File: src/rtl/phase_sequencer.sv
// phase_sequencer: steps each instruction through fetch/exec1/exec2 phases for the decoder,
// latches the fetched word into ir, halts on STP and counts executed instructions.
module phase_sequencer #(
  parameter int FETCH_CYCLES = 1,
  parameter int CNT_W        = 16
) (
  input  logic             clk,
  input  logic             reset,
  input  logic             hold,
  input  logic [15:0]      instr_in,
  output logic [15:0]      ir,
  output logic             fe,
  output logic             e1,
  output logic             e2,
  output logic             halted,
  output logic [CNT_W-1:0] instr_count
);
  typedef enum logic [1:0] {FETCH, EXEC1, EXEC2, HALT} state_t;
  state_t           r_state, w_next;
  logic [2:0]       r_fcnt;
  logic [15:0]      r_ir;
  logic [CNT_W-1:0] r_cnt;
  logic             w_last, w_stp, w_two, w_run;
  always_comb begin
    w_last = r_fcnt == 3'(FETCH_CYCLES - 1);
    w_stp  = r_ir[15:11] == 5'b00000;
    // ADM/SBM, LDR and LDA need a second execute phase
    w_two  = (r_ir[15:14] == 2'b00 && r_ir[12]) || r_ir[15:11] == 5'b01110 || r_ir[15:13] == 3'b110;
    w_next = r_state == FETCH ? (w_last ? EXEC1 : FETCH) :
             r_state == EXEC1 ? (w_stp ? HALT : w_two ? EXEC2 : FETCH) :
             r_state == EXEC2 ? FETCH : HALT;
  end
  always_ff @(posedge clk) begin
    if (reset) begin
      r_state <= FETCH;
      r_fcnt  <= '0;
      r_ir    <= '0;
      r_cnt   <= '0;
    end else if (!hold) begin
      r_state <= w_next;
      if (r_state == FETCH) r_fcnt <= w_last ? 3'd0 : r_fcnt + 3'd1;
      if (r_state == FETCH && w_last) r_ir <= instr_in;
      if (r_state == EXEC1) r_cnt <= r_cnt + 1'b1;
    end
  end
  always_comb begin
    w_run       = ~hold & ~reset;
    fe          = w_run && r_state == FETCH;
    e1          = w_run && r_state == EXEC1;
    e2          = w_run && r_state == EXEC2;
    halted      = r_state == HALT;
    ir          = r_ir;
    instr_count = r_cnt;
  end
endmodule

File: config.mk
export PLATFORM = sky130hd
export DESIGN_NAME = phase_sequencer
export DESIGN_NICKNAME = d
export VERILOG_FILES = /design/src/rtl/phase_sequencer.sv
export SDC_FILE = /design/constraint.sdc
export NUM_CORES = 1
export LEC_CHECK = 0
export CAP_MARGIN = 20
export CORE_MARGIN = 3
export CORE_UTILIZATION = 50
export CTS_BUF_LIST = sky130_fd_sc_hd__clkbuf_4
export DETAILED_ROUTE_END_ITERATION = 10
export PLACE_DENSITY = 0.93
export SLEW_MARGIN = 30
export SYNTH_ARGS = -nofsm -noshare
export SYNTH_HDL_FRONTEND = slang
export SYNTH_SLANG_ARGS = --single-unit
File: constraint.sdc
create_clock -name clk -period 4.15 [get_ports clk]
set_input_delay 0.83 -clock clk [delete_from_list [all_inputs] [get_ports clk]]
set_output_delay 0.83 -clock clk [all_outputs]
set_load 0.01 [all_outputs]
==> results.md, run 1 <==
- The share of the synthesized area in compound gates (AO/OA/AOI/OAI) came to 0.1047.
- For this run, the top clock speed supported by timing is 0.2900 GHz.
- The clock reaches the later pin of the worst-skew pair after 0.33 ns.
- The TritonCTS clock tree is built.
- After clock tree synthesis, the clock-pin slew on the worst setup and hold paths is 0.10 ns.
- The via count of the first global-routing pass came to 1489.
- The summed area of non-filler cells in the final layout is 2220 um2.
- The most common cell after layout, fill and taps aside is clkdlybuf4s50_1.
- The final net count is 268.
- The boundary pin count is 55.
- The total core area is 3078 um2.
- Measured on the finished design, the core utilization comes to 0.7211.
- The number of setup buffers added after CTS is 0.
- The main combinational cell family by area after synthesis is simple AND/OR/NAND/NOR gates.
- No sink is reached through more buffers than the 2 on the longest clock path.
- For this run, the register share of the synthesized area comes to 0.4557.
- The routability-driven placement congestion ratio is 0.7413.
- Setup repair after global routing left no endpoint under its margin.
- The path class of the lowest-slack min-delay path is reg2reg.
- The minimum period implied by the final worst setup slack is 3.448 ns.
- The die covers 3971 um2.
- The count of nets left with antenna violations once routing finished came out at 0.
- The area fraction in and, or, nand and nor cells after synthesis is 0.2818.
- In the layout the commonest cells are 54 x clkdlybuf4s50_1, 38 x nand2_1, 37 x dfxtp_1.
- The maximum number of pins on one net before global-route repair is 23.
- The distinct cell type count of the synthesized netlist is 37.
- Measured against its own limit, the worst slew margin works out to 0.6006.
- The post-route setup TNS is 0 ns.
- Of the total synthesized cell area, the portion taken by full adders, half adders and majority gates is 0.02309.
- The actual slew at the worst max-slew pin is 0.5990 ns.
- The area overhead of the layout relative to synthesis is 36.57%.
- The final hold violation count was 0.
- Setup violations remaining at the end of the flow were counted as 0.
- After synthesis, the share of cell area in mux cells is 0.02617.
- The sum of routed wire length over all layers is 3617 um.
- For this block, the initial DRC count from the detailed router was 80.
- The sort of element at the end of the critical path is an output pin.
- The site row count is 20.
- The initial utilization of the core area, before any placement, comes to 0.5280.
- Counting the fill cells in the layout gives 234.
- The post-route fraction of the period consumed by the critical path is 0.8309.
- The first-pass GRT wire length is 6444 um.
- The library cell used as clock root buffer is clkbuf_4.
- The number of buffers inserted for hold repair after clock tree synthesis is 0.
- Dividing the detail-routed wire length by the instance count gives 12.43 um.
- After synthesis the netlist holds a flip-flop and latch count of 37.
- The largest fanout of any net on the critical path is 9.
- When the netlist entered floorplanning its net count stood at 217.
- The initial antenna violation count came to 0.
- Data arrives at the worst endpoint at 2.62 ns.
- The leakage power is 0.7877 nW.
- The count of buffers from port buffering is 54.
- Data on the critical path is required at its endpoint by 3.32 ns.
- The maximum level of the CTS H-tree is 2.
- The tool flagged a number of max-cap violations equal to 0.
- The aggregate global routing overflow is 0.
- The peak supply drop is 0.2245 mV.
- The vertical die dimension is 63.02 um.
- After detailed placement, the total cell area comes to 2170 um2.
- Dividing the detail-routed via count by the number of cells gives 5.155.
- Post-CTS repair changed the size of 0 cells.
- The path type of the worst setup path is in2out.
- The remaining design rule violation count is 0.
- Of the total synthesized cell area, the portion taken by XOR and XNOR cells is 0.05389.
- The summed instance area of the synthesized netlist is 1625 um2.
- The run finished with clean final reports.
- STA classifies the critical path startpoint as a primary input.
- The average instance in the mapped netlist occupies 8.335 um2.
- The final count of pins violating max slew was 0.
- The global-route usage over all layers is 0.1977.
- Summed over all nets, the half-perimeter wirelength after detailed placement is 2697 um.
- For this design the ratio of total power to cell area is 330.9 nW/um2.
- The layout cell share with drive strength beyond 1 is 0.05668.
- The total via count after detailed routing is 1500.
- The clock drives 37 sinks.
- 0 antenna diodes ended up in the layout.
- Leaving out filler cells and counting taps, the final layout contains 291.
- Synthesis produced 195 cells.
- In this run, placement finished with an instance count of 283.
- Clock skew on the completed layout was measured at 0.007878 ns.
- The number of iterations in the first detailed-routing pass is 4.
- The number of buffers inserted during clock tree synthesis is 5.
- The horizontal die dimension is 63.02 um.
- The total number of yosys warnings is 0.
- Overall power consumption after layout is estimated at 0.7344 mW.
worst max-delay path, cell delays in order:
cell and delay (ns):
clkdlybuf4s50_1 0.54, or3b_1 0.55, nor2_1 0.15, clkdlybuf4s50_1 0.55
state kept, by name (all words and copies together) (netlist names):
name and count:
ir 16, r_state 2, r_fcnt 3, instr_count 16
metrics by stage:
| step | worst slack, ns | hold slack (ns) |
|---|---|---|
| floorplan | 1.645 | 0.4451 |
| global placement | 0.7340 | 0.4417 |
| detailed placement | 0.7128 | 0.4465 |
| CTS | 0.7044 | 0.4615 |
| global route | 0.6352 | 0.4731 |
| finish | 0.7019 | 0.4593 |
cell families (layout without fill, tap and decap cells):
group / after synthesis / count (layout)
xor+xnor: 10 / 10
simple gates: 93 / 93
mux: 4 / 4
flops: 37 / 37
compound gates: 30 / 30
fa+ha+maj: 3 / 3
buf+inv: 18 / 70
power breakdown:
part / total (mW) / switching (mW) / internal (mW)
clock network: 0.173 / 0.112 / 0.0613
registers: 0.401 / 0.0211 / 0.380
logic: 0.160 / 0.0775 / 0.0829
metal layers:
metal	GRT usage	routed length (um)	vias to the layer above	part of all wire
met5	0	0	-	0
li1	-	-	763	-
met4	0.09642	51	0	0.014
met2	0.3215	1810	47	0.50
met3	0.05396	199	5	0.055
met1	0.2386	1556	685	0.43
cells in the mapped netlist:
library cell / n / area share
nand2_1: 38 / 0.088
dfxtp_1: 37 / 0.46
a21oi_1: 23 / 0.071
nor2_1: 18 / 0.042
inv_1: 6 / 0.014
nor3_1: 6 / 0.018
clkbuf_1: 5 / 0.012
nand3_1: 5 / 0.015
xnor2_1: 5 / 0.027
xor2_1: 5 / 0.027
ha_1: 3 / 0.023
nand4_1: 3 / 0.012
nor2b_1: 3 / 0.012
o31ai_1: 3 / 0.014
or4_1: 3 / 0.014
and2_1: 2 / 0.0077
and3_1: 2 / 0.0077
buf_1: 2 / 0.0046
buf_6: 2 / 0.014
mux2_2: 2 / 0.014
mux2i_1: 2 / 0.012
nand2b_1: 2 / 0.0077
nor4_1: 2 / 0.0077
nor4b_1: 2 / 0.011
or3_1: 2 / 0.0077
a31o_2: 1 / 0.0054
and4_1: 1 / 0.0054
and4bb_4: 1 / 0.010
buf_2: 1 / 0.0031
buf_4: 1 / 0.0046
clkbuf_2: 1 / 0.0031
nor4_2: 1 / 0.0077
o21ai_0: 1 / 0.0031
o21ba_2: 1 / 0.0062
o311ai_0: 1 / 0.0054
or2_1: 1 / 0.0039
or3b_1: 1 / 0.0054
path summary, 6_finish.rpt:
| path | slack (ns) | end | depth (start not counted) | from |
|---|---|---|---|---|
| max | 0.70 | e1 | 4 | hold |
| min | 0.46 | ir[8]$_SDFFE_PP0P_ | 2 | ir[8]$_SDFFE_PP0P_ |
| max reg2reg | 1.98 | instr_count[15]$_SDFFE_PP0P_ | 4 | r_state[0]$_SDFFE_PP0N_ |
| min reg2reg | 0.46 | ir[8]$_SDFFE_PP0P_ | 2 | ir[8]$_SDFFE_PP0P_ |
area by class of cell:
type | instances | area [um2] | share of cell area
clock buffers | 5 | 37.54 | 0.01691
repair buffers | 56 | 555.5 | 0.2503
flip-flops and latches | 37 | 740.7 | 0.3337
clock inverters | 3 | 12.51 | 0.005637
multi-input cells | 140 | 795.8 | 0.3585
inverters | 6 | 22.52 | 0.01015
well taps | 44 | 55.05 | 0.02480
(Power assumes the default switching activity.)
==> run 2: changes to the inputs <==
Settings changed: CORE_UTILIZATION 50 to 42, PLACE_DENSITY 0.93 to 0.84.
Clock period 4.15 ns to 3.01 ns, I/O delays scaled along.
==> results.md, run 2 (synthesized netlist as in run 1, its figures left out) <==
- The floorplan step set the die width to 68.21 um.
- Once the clock tree was built, the resizer swapped 0 gates to a different size.
- In the layout the commonest cells are 54 x clkdlybuf4s50_1, 38 x nand2_1, 37 x dfxtp_1.
- The destination of the worst hold path is ir[6]$_SDFFE_PP0P_.
- The initial standard-cell utilization of the core is 0.4616.
- Detailed routing placed a total of 172 um of wire on met3.
- The total via count after detailed routing is 1447.
- The via density per instance is 4.905.
- The area overhead of the layout relative to synthesis is 38.26%.
- The total core area is 3521 um2.
- The kind of cell with the highest combined delay along the critical path is buffers and inverters.
- The combinational power share is 0.213.
- The portion of total power attributed to sequential cells is 0.528.
- The number of hold buffers added after CTS was 0.
- Summed over all layers, the routed wires come to 3561 um.
- The sort of element at the end of the critical path is an output pin.
- The number of setup buffers added after CTS is 0.
- The number of buffers between clock root and the deepest sink is 2.
- The worst path needs 2.806 ns of the cycle, external delays included.
- The routability-driven placement congestion ratio is 0.7973.
- For this design, the slowest cell found on the critical path is clkdlybuf4s50_1.
- The number of cells on the worst reg-to-reg path is 5.
- The critical path in this run is classified as in2out.
- The critical path buffer and inverter count is 2.
- Data on the critical path is required at its endpoint by 2.41 ns.
- In this run the count of I/O pins placed on the die edge is 55.
- The total of endpoints with negative setup slack in the final report is 0.
- At the pin with the least slew margin, the transition time is 0.5900 ns.
- The cell area power density is 465.8 nW/um2.
- Summed over all nets, the half-perimeter wirelength after detailed placement is 2682 um.
- The remaining design rule violation count is 0.
- The post-route setup TNS is 0 ns.
- The run finished with clean final reports.
- The clock edge transition at the registers on the reported setup and hold paths is 0.09 ns.
- The top routing layer in use is met4.
- Setup repair after global routing left no endpoint under its margin.
- The CTS sink count is 37.
- The clock latency reported for the late side of the worst-skew pair is 0.34 ns.
- The largest fanout of any net on the critical path is 4.
- The met1 wire length is 1716 um.
- The final hold violation count came to 0.
- The share of total power in the clock network is 0.259.
- The worst register-to-register path begins at r_state[0]$_SDFFE_PP0N_.
- The utilization after layout is 0.6382.
- After the first detailed-routing iteration, the DRC count stood at 121.
- The TritonCTS clock tree is built.
- The site row count is 21.
- STA classifies the critical path startpoint as a primary input.
- The global-route usage over all layers is 0.1632.
- Walking the worst path, the cells encountered are clkdlybuf4s50_1 > or3b_1 > nor2_1 > clkdlybuf4s50_1.
- Summed over all cells, the static leakage comes to 0.8035 nW.
- The slack of the worst reg-to-reg path is 0.82 ns.
- In the final design database the tool counted 270 nets.
- The reg-to-reg critical path endpoint is instr_count[15]$_SDFFE_PP0P_.
- Data arrives at the worst endpoint at 2.20 ns.
- The post-detailed-placement cell area is 2187 um2.
- The count of buffers from port buffering is 54.
- The library cell used most frequently in the layout, excluding fill and tap cells, is clkdlybuf4s50_1.
- The path class of the tightest hold or removal check is reg2reg.
- The startpoint of the lowest-slack hold path is ir[6]$_SDFFE_PP0P_.
- The number of antenna diodes in the final layout is 0.
- The routed length on met2 is 1583 um.
- The first global-routing pass estimated 5713 um of wire.
- The maximum level of the CTS H-tree is 2.
- The internal power is 0.7608 mW.
- The switching power is 0.2860 mW.
- The number of iterations in the first detailed-routing pass is 4.
- The die covers 4652 um2.
- The hold path depth is 2.
- The initial antenna violation count is 0.
- Headroom to the max-slew limit came out at 0.6067.
- Measured along the y axis, the die boundary spans 68.21 um.
- The average routed wire per standard cell is 12.07 um.
- Across the VDD grid, the largest voltage drop is 0.2717 mV.
- Based on the critical path, the design can be clocked at up to 0.3563 GHz.
- The total overflow left after global routing is 0.
- By instance count, the cell type seen most on the critical path is clkdlybuf4s50_1.
- Of the cells placed in the final design, the portion with a size suffix greater than 1 is 0.07229.
- The finished cells cover 2247 um2.
- The final count of pins violating max slew was 0.
- The overall power consumption is 1.047 mW.
- The filler cells instantiated in the layout total 338.
- The post-route fraction of the period consumed by the critical path is 0.9323.
- The number of buffers inserted during clock tree synthesis is 5.
- The delay of the slowest critical-path stage is 0.56 ns.
- The cell sitting at the root of the clock tree is a clkbuf_4.
- Entering global routing, the biggest net connects 24 pins.
- The tool flagged a number of max-cap violations equal to 0.
- The clock arrives with 0.009469 ns of skew.
- Of the total power, the share spent switching nets is 0.2732.
- The via count of the first global-routing pass is 1317.
- Once detail routing completed, the nets flagged for antenna violations numbered 0.
## run 2: cell count changes in the layout (fill, tap and decap cells not counted)
cell      previous run  this run
clkbuf_4             5         8
clkinv_1             2         0
clkinv_2             1         0
buf_4                2         4
## run 2: worst register-to-register path, stage by stage (launching register included)
cell and delay (ns):
dfxtp_1 0.49, or3b_1 0.40, buf_4 0.17, nor4_2 0.33, nor4b_1 0.32, mux2_2 0.37
## run 2: area by class of cell
| cell class | instances | area (um2) | area share |
|---|---|---|---|
| repair buffers | 58 | 570.5 | 0.2539 |
| flip-flops and latches | 37 | 740.7 | 0.3296 |
| clock buffers | 8 | 60.06 | 0.02673 |
| well taps | 46 | 57.56 | 0.02561 |
| inverters | 6 | 22.52 | 0.01002 |
| multi-input cells | 140 | 795.8 | 0.3541 |
## run 2: power by group through the flow
stage | Sequential [mW] | Combinational (mW) | Clock, mW
2_1_floorplan | 0.567 | 0.123 | 0
3_3_place_gp | 0.563 | 0.221 | 0
3_5_place_dp | 0.564 | 0.225 | 0
4_1_cts | 0.553 | 0.227 | 0.277
5_1_grt | 0.559 | 0.245 | 0.291
6_report | 0.553 | 0.223 | 0.271
## run 2: layer usage
metal,up-vias,track usage
met4,0,0.07444
met5,-,0
met1,641,0.2158
met3,9,0.04105
li1,760,-
met2,37,0.2491
## run 2: how the worst max path moves through the flow
stage                     from                      endpoint  slack (ns)  cells past startpoint
after floorplan           hold  instr_count[15]$_SDFFE_PP0P_        0.73                      6
after global placement    hold                            e1        0.24                      4
after detailed placement  hold  instr_count[15]$_SDFFE_PP0P_        0.21                      6
after CTS                 hold                            e1        0.21                      4
after global routing      hold                            e2        0.10                      4
final                     hold                            e1        0.20                      4
## run 2: through the flow
stage	instances	hold WS, ns	setup slack (ns)
after CTS	295	0.4608	0.2079
after global routing	295	0.4786	0.1014
after global placement	287	0.4408	0.2419
after detailed placement	287	0.4471	0.2119
after floorplan	195	0.4451	0.7331
final	295	0.4588	0.2037
==> edit 1 (settings of run 1) <==
Set the parameter `CNT_W` to 20 (it was 16).
--- a/src/rtl/phase_sequencer.sv
+++ b/src/rtl/phase_sequencer.sv
@@ -4,3 +4,3 @@
   parameter int FETCH_CYCLES = 1,
-  parameter int CNT_W        = 16
+  parameter int CNT_W        = 20
 ) (
Interface: changed (resized instr_count); port bits go from 55 to 59. No check against the original RTL was run, so the function may have changed too.
==> edit 1 against run 1 <==
Sequential cell count up 4; non-clock buffer count up 3; sequential power up 9.5%; area after synthesis grew 8.3%; critical path type unchanged; wire length rose by 14%; core utilization grew 2.7 points; design area increased by 8.0%; final cell count up 9.3%; largest power group unchanged; worst setup slack improved by 0.25 ns; global-route usage is 1.1 points higher; largest cell class unchanged; count of clock-buffer cells in the layout is the same; power increased by 4.8%; highest routed layer unchanged.
==> edit 1: results (changes against run 1) <==
Detailed routing
The number of vias after detailed routing is 1,678 (+12%). The first-iteration detailed-routing DRC count is 131 (+64%).

Place
The number of buffers inserted by port buffering is 58 (+7.4%). The half-perimeter wire length after placement was 2981 um (+11%). The final weighted congestion in routability-driven placement is 0.7738 (+4.4%).

Hold path
The depth of the worst hold-timing path is 2 (unchanged). The endpoint of the worst hold-timing path is ir[1]. In this run the most critical hold path is launched from ir[1].

Synthesis
The number of distinct library cells after synthesis is 31 (-16%). Ranked by total cell area, the synthesized netlist is headed by sky130_fd_sc_hd__dfxtp_1, sky130_fd_sc_hd__nand2_1, sky130_fd_sc_hd__a21oi_1, sky130_fd_sc_hd__xnor2_1, sky130_fd_sc_hd__nor2_1. Counting instances in the post-synthesis netlist gives the leading cell types as sky130_fd_sc_hd__nand2_1, sky130_fd_sc_hd__dfxtp_1, sky130_fd_sc_hd__a21oi_1. The fraction of the yosys area taken by sequential cells is 46.62% (+1.1 points).

Setup path
The worst endpoint data arrival time is 2.36 ns (-0.26 ns). The top fanout value on the critical path is 6 (-3). The endpoint identified for the worst register-to-register timing path is instr_count[19]. The register-to-register setup slack is 1.75 ns (-0.23 ns).

Global routing
The first-pass GRT wire length is 7003 um (+8.7%). The maximum number of pins on one net before global-route repair came to 36 (+57%). The all-layer global routing usage is 20.89% (+1.1 points).

Timing
The transition time at the pin with the least slew margin is 0.6860 ns (+0.08697 ns). The setup clock skew after layout is 0.01218 ns (+0.004302 ns).

Finish
The fraction of layout cells with a size suffix above 1 is 2.920% (-2.7 points). The final net count is 297 (+11%).

Status
The run finished with clean final reports.

Power and ir drop
The worst vdd rail ir drop came to 221.4 uV (-1.4%).
-- edit 1: cell types whose count changed in the layout (fill, tap and decap cells not counted), sizes merged, moves of 4 or more --
cell	run 1	this run
nand2	38	44
dfxtp	37	41
xnor2	5	9
or3	2	8
clkdlybuf4s50	54	58
o21ai	1	9
a21oi	23	29
-- edit 1: worst max-delay path, cell delays in order --
cell and delay [ns]:
sky130_fd_sc_hd__clkdlybuf4s50_1 0.51, sky130_fd_sc_hd__nor2_1 0.23, sky130_fd_sc_hd__nand2_1 0.14, sky130_fd_sc_hd__nor2_1 0.11, sky130_fd_sc_hd__clkdlybuf4s50_1 0.55
-- edit 1: cell type report --
class	instances	area [um2]	area share, %
multi-input combinational	161	864.6	36.06
sequential	41	820.8	34.24
timing repair buffer	59	588.1	24.53
tap	44	55.05	2.296
clock buffer	5	37.54	1.566
inverter	7	26.28	1.096
clock inverter	1	5.005	0.2088
-- edit 1: worst max path at each step --
stage / start / endpoint / slack (ns) / depth (start not counted)
6_report: hold / e1 / 0.96 / 5
5_1_grt: hold / e1 / 0.86 / 5
4_1_cts: hold / e1 / 0.96 / 5
3_5_place_dp: hold / instr_count[19] / 0.86 / 5
3_3_place_gp: hold / instr_count[19] / 0.96 / 5
2_1_floorplan: reset / fe / 1.76 / 3
-- edit 1: kinds of logic after synthesis --
logic type / count (synthesis) / share of synthesized area [%]
buffers and inverters: 18 / 4.265
muxes: 2 / 1.208
DFF: 41 / 46.62
adders and majority gates: 3 / 2.132
xor gates and xnor gates: 11 / 5.473
AOI/OAI and AO/OA: 40 / 11.73
and+or+nand+nor: 105 / 28.57
-- edit 1: metrics by stage --
step | instance area [um2] | setup WS [ns] | utilization (%) | instances
5_1_grt | 2397 | 0.8596 | 74.84 | 318
2_1_floorplan | 1760 | 1.760 | - | 220
6_report | 2397 | 0.9556 | 74.84 | 318
4_1_cts | 2397 | 0.9625 | 74.84 | 318
3_3_place_gp | 2355 | 0.9559 | 73.52 | 312
3_5_place_dp | 2355 | 0.8641 | 73.52 | 312
-- edit 1: layer usage --
| layer | global-route usage (%) | part of all wire (%) | vias up |
|---|---|---|---|
| li1 | - | - | 858 |
| met4 | 9.326 | 0.88 | 0 |
| met1 | 25.16 | 43 | 764 |
| met3 | 5.812 | 7.2 | 4 |
| met5 | 0 | 0 | - |
| met2 | 34.51 | 49 | 52 |
-- edit 1: report_power, final --
part | total (W) | switching [W] | leakage (nW) | internal (W)
combinational | 0.000153 | 0.0000759 | 0.432 | 0.0000766
clock | 0.000178 | 0.000119 | 0.0269 | 0.0000589
sequential | 0.000439 | 0.0000218 | 0.333 | 0.000417
total | 0.000770 | 0.000217 | 0.792 | 0.000553
==> edit 2 (settings of run 1) <==
Without the edit above. Register the output `instr_count`, with the module's reset; this adds one clock of latency there. The other outputs are not delayed to match.
--- a/src/rtl/phase_sequencer.sv
+++ b/src/rtl/phase_sequencer.sv
@@ -18,2 +18,4 @@
   typedef enum logic [1:0] {FETCH, EXEC1, EXEC2, HALT} state_t;
+
+  logic [CNT_W-1:0] instr_count_d;
   state_t           r_state, w_next;
@@ -52,4 +54,12 @@
     ir          = r_ir;
-    instr_count = r_cnt;
+    instr_count_d = r_cnt;
   end
+  always_ff @(posedge clk) begin
+    if (reset) begin
+      instr_count <= '0;
+    end else begin
+      instr_count <= instr_count_d;
+    end
+  end
+
 endmodule
Check against the original RTL: not equivalent (a bounded check fails within 4 cycles, from zero or initial values and one cycle with reset high).
==> edit 2 against run 1 <==
Design area increased by 21%; wire length increased by 15%; worst setup slack improved by 0.13 ns; critical endpoint unchanged; register-to-register slack improved by 0.28 ns; power increased by 46%; area after synthesis increased by 25%; synthesized cell count increased by 17%; sequential cell count up 16.
==> edit 2: results (changes against run 1) <==
Status
The flow ran to the end, and the final reports show no timing, DRC or antenna violations.

Detailed routing
The detailed route wirelength on metal2 is 1966 um (+8.6%). The met3 routed wirelength was 339 um (+70%). The post-detailed-route via-to-cell ratio is 5.146 (-0.16%). The detailed-route wire length per cell was 12.63 um (+1.6%).

The first-iteration detailed-routing DRC count is 106 (+33%).

Global routing
The maximum number of pins on one net before global-route repair is 31 (+35%). The met2 track utilization from global routing was 29.28% (-2.9 points). The all-layer global routing usage is 17.72% (-2.0 points). The first-pass GRT wire length is 7113 um (+10%). The via count of the first global-routing pass was 1,632 (+9.6%). The met3 track demand over resource in global routing is 7.101% (+1.7 points).

Finish
The final net count is 301 (+12%). The fraction of layout cells with a size suffix above 1 was 5.357% (-0.31 points). The count of filler cells inserted in the layout is 298 (+27%).

Clock tree
The clock latency reported for the late side of the worst-skew pair is 0.38 ns (+0.05 ns). The clock-pin slew reported for the worst setup and hold paths after clock tree synthesis is 0.15 ns (+0.05 ns).

Timing
The smallest hold slack is 0.4643 ns (+0.005077 ns). The maximum achievable frequency is 301.8 MHz (+4.1%). The setup clock skew after layout is 0.008666 ns (+0.0007880 ns).

Synthesis
By count the netlist is led by sky130_fd_sc_hd__dfxtp_1, sky130_fd_sc_hd__nand2_1, sky130_fd_sc_hd__a21oi_1. The xor/xnor cell area share of the yosys netlist came to 4.302% (-1.1 points). Ranked by total cell area, the synthesized netlist is headed by sky130_fd_sc_hd__dfxtp_1, sky130_fd_sc_hd__nand2_1, sky130_fd_sc_hd__a21oi_1, sky130_fd_sc_hd__nor2b_1, sky130_fd_sc_hd__xor2_1. The arithmetic-cell share of the synthesized area counting full adders, half adders and majority gates is 1.844% (-0.47 points).

The fraction of the yosys area taken by sequential cells is 52.12% (+6.5 points). The post-synth net total is 251 (+16%).

Setup path
The largest individual stage delay along the critical path comes from the cell sky130_fd_sc_hd__clkdlybuf4s50_1. The register-to-register setup slack is 2.26 ns (+0.28 ns).

Place
The placed instance area is 0.002586 mm2 (+19%). The half-perimeter wire length after placement was 2905 um (+7.7%). The post-place setup slack is 0.8729 ns (+0.1601 ns).

Power and ir drop
The static leakage power was 0.9645 nW (+22%). The worst vdd rail ir drop is 249.4 uV (+11%).
-- edit 2: cell count changes in the layout (fill, tap and decap cells not counted), moves of 3 or more --
| cell | delta |
|---|---|
| sky130_fd_sc_hd__dfxtp_1 | +16 |
| sky130_fd_sc_hd__nor2b_1 | +12 |
| sky130_fd_sc_hd__o21ai_0 | +6 |
| sky130_fd_sc_hd__nand2_1 | +5 |
| sky130_fd_sc_hd__or3_1 | +4 |
| sky130_fd_sc_hd__o31ai_1 | -3 |
-- edit 2: stage by stage --
step | power, W | cells | util (%)
after CTS | 0.001077 | 328 | 70.78
after floorplan | 0.0006593 | 229 | -
after global placement | 0.0007262 | 320 | 68.08
after detailed placement | 0.0007312 | 320 | 68.08
final | 0.001069 | 328 | 70.78
after global routing | 0.001113 | 328 | 70.78
-- edit 2: logic make-up (layout without fill, tap and decap cells) --
kind of cell | Yosys count | in the layout
and+or+nand+nor | 114 | 114
DFF | 53 | 53
AOI/OAI and AO/OA | 31 | 31
buffers and inverters | 17 | 68
xor gates and xnor gates | 10 | 10
adders and majority gates | 3 | 3
muxes | 1 | 1
-- edit 2: area by class of cell --
| class | instances | area, um2 | share of cell area [%] |
|---|---|---|---|
| clock buffer | 5 | 37.54 | 1.396 |
| clock inverter | 3 | 65.06 | 2.420 |
| inverter | 4 | 15.01 | 0.5584 |
| multi-input combinational | 159 | 899.6 | 33.46 |
| sequential | 53 | 1061 | 39.46 |
| tap | 48 | 60.06 | 2.234 |
| timing repair buffer | 56 | 550.5 | 20.47 |
-- edit 2: final timing paths --
check,start,endpoint,cells past startpoint
max reg2reg,r_state[0],instr_count_d[15],4
max,hold,e1,5
min reg2reg,ir[2],ir[2],2
min,ir[2],ir[2],2
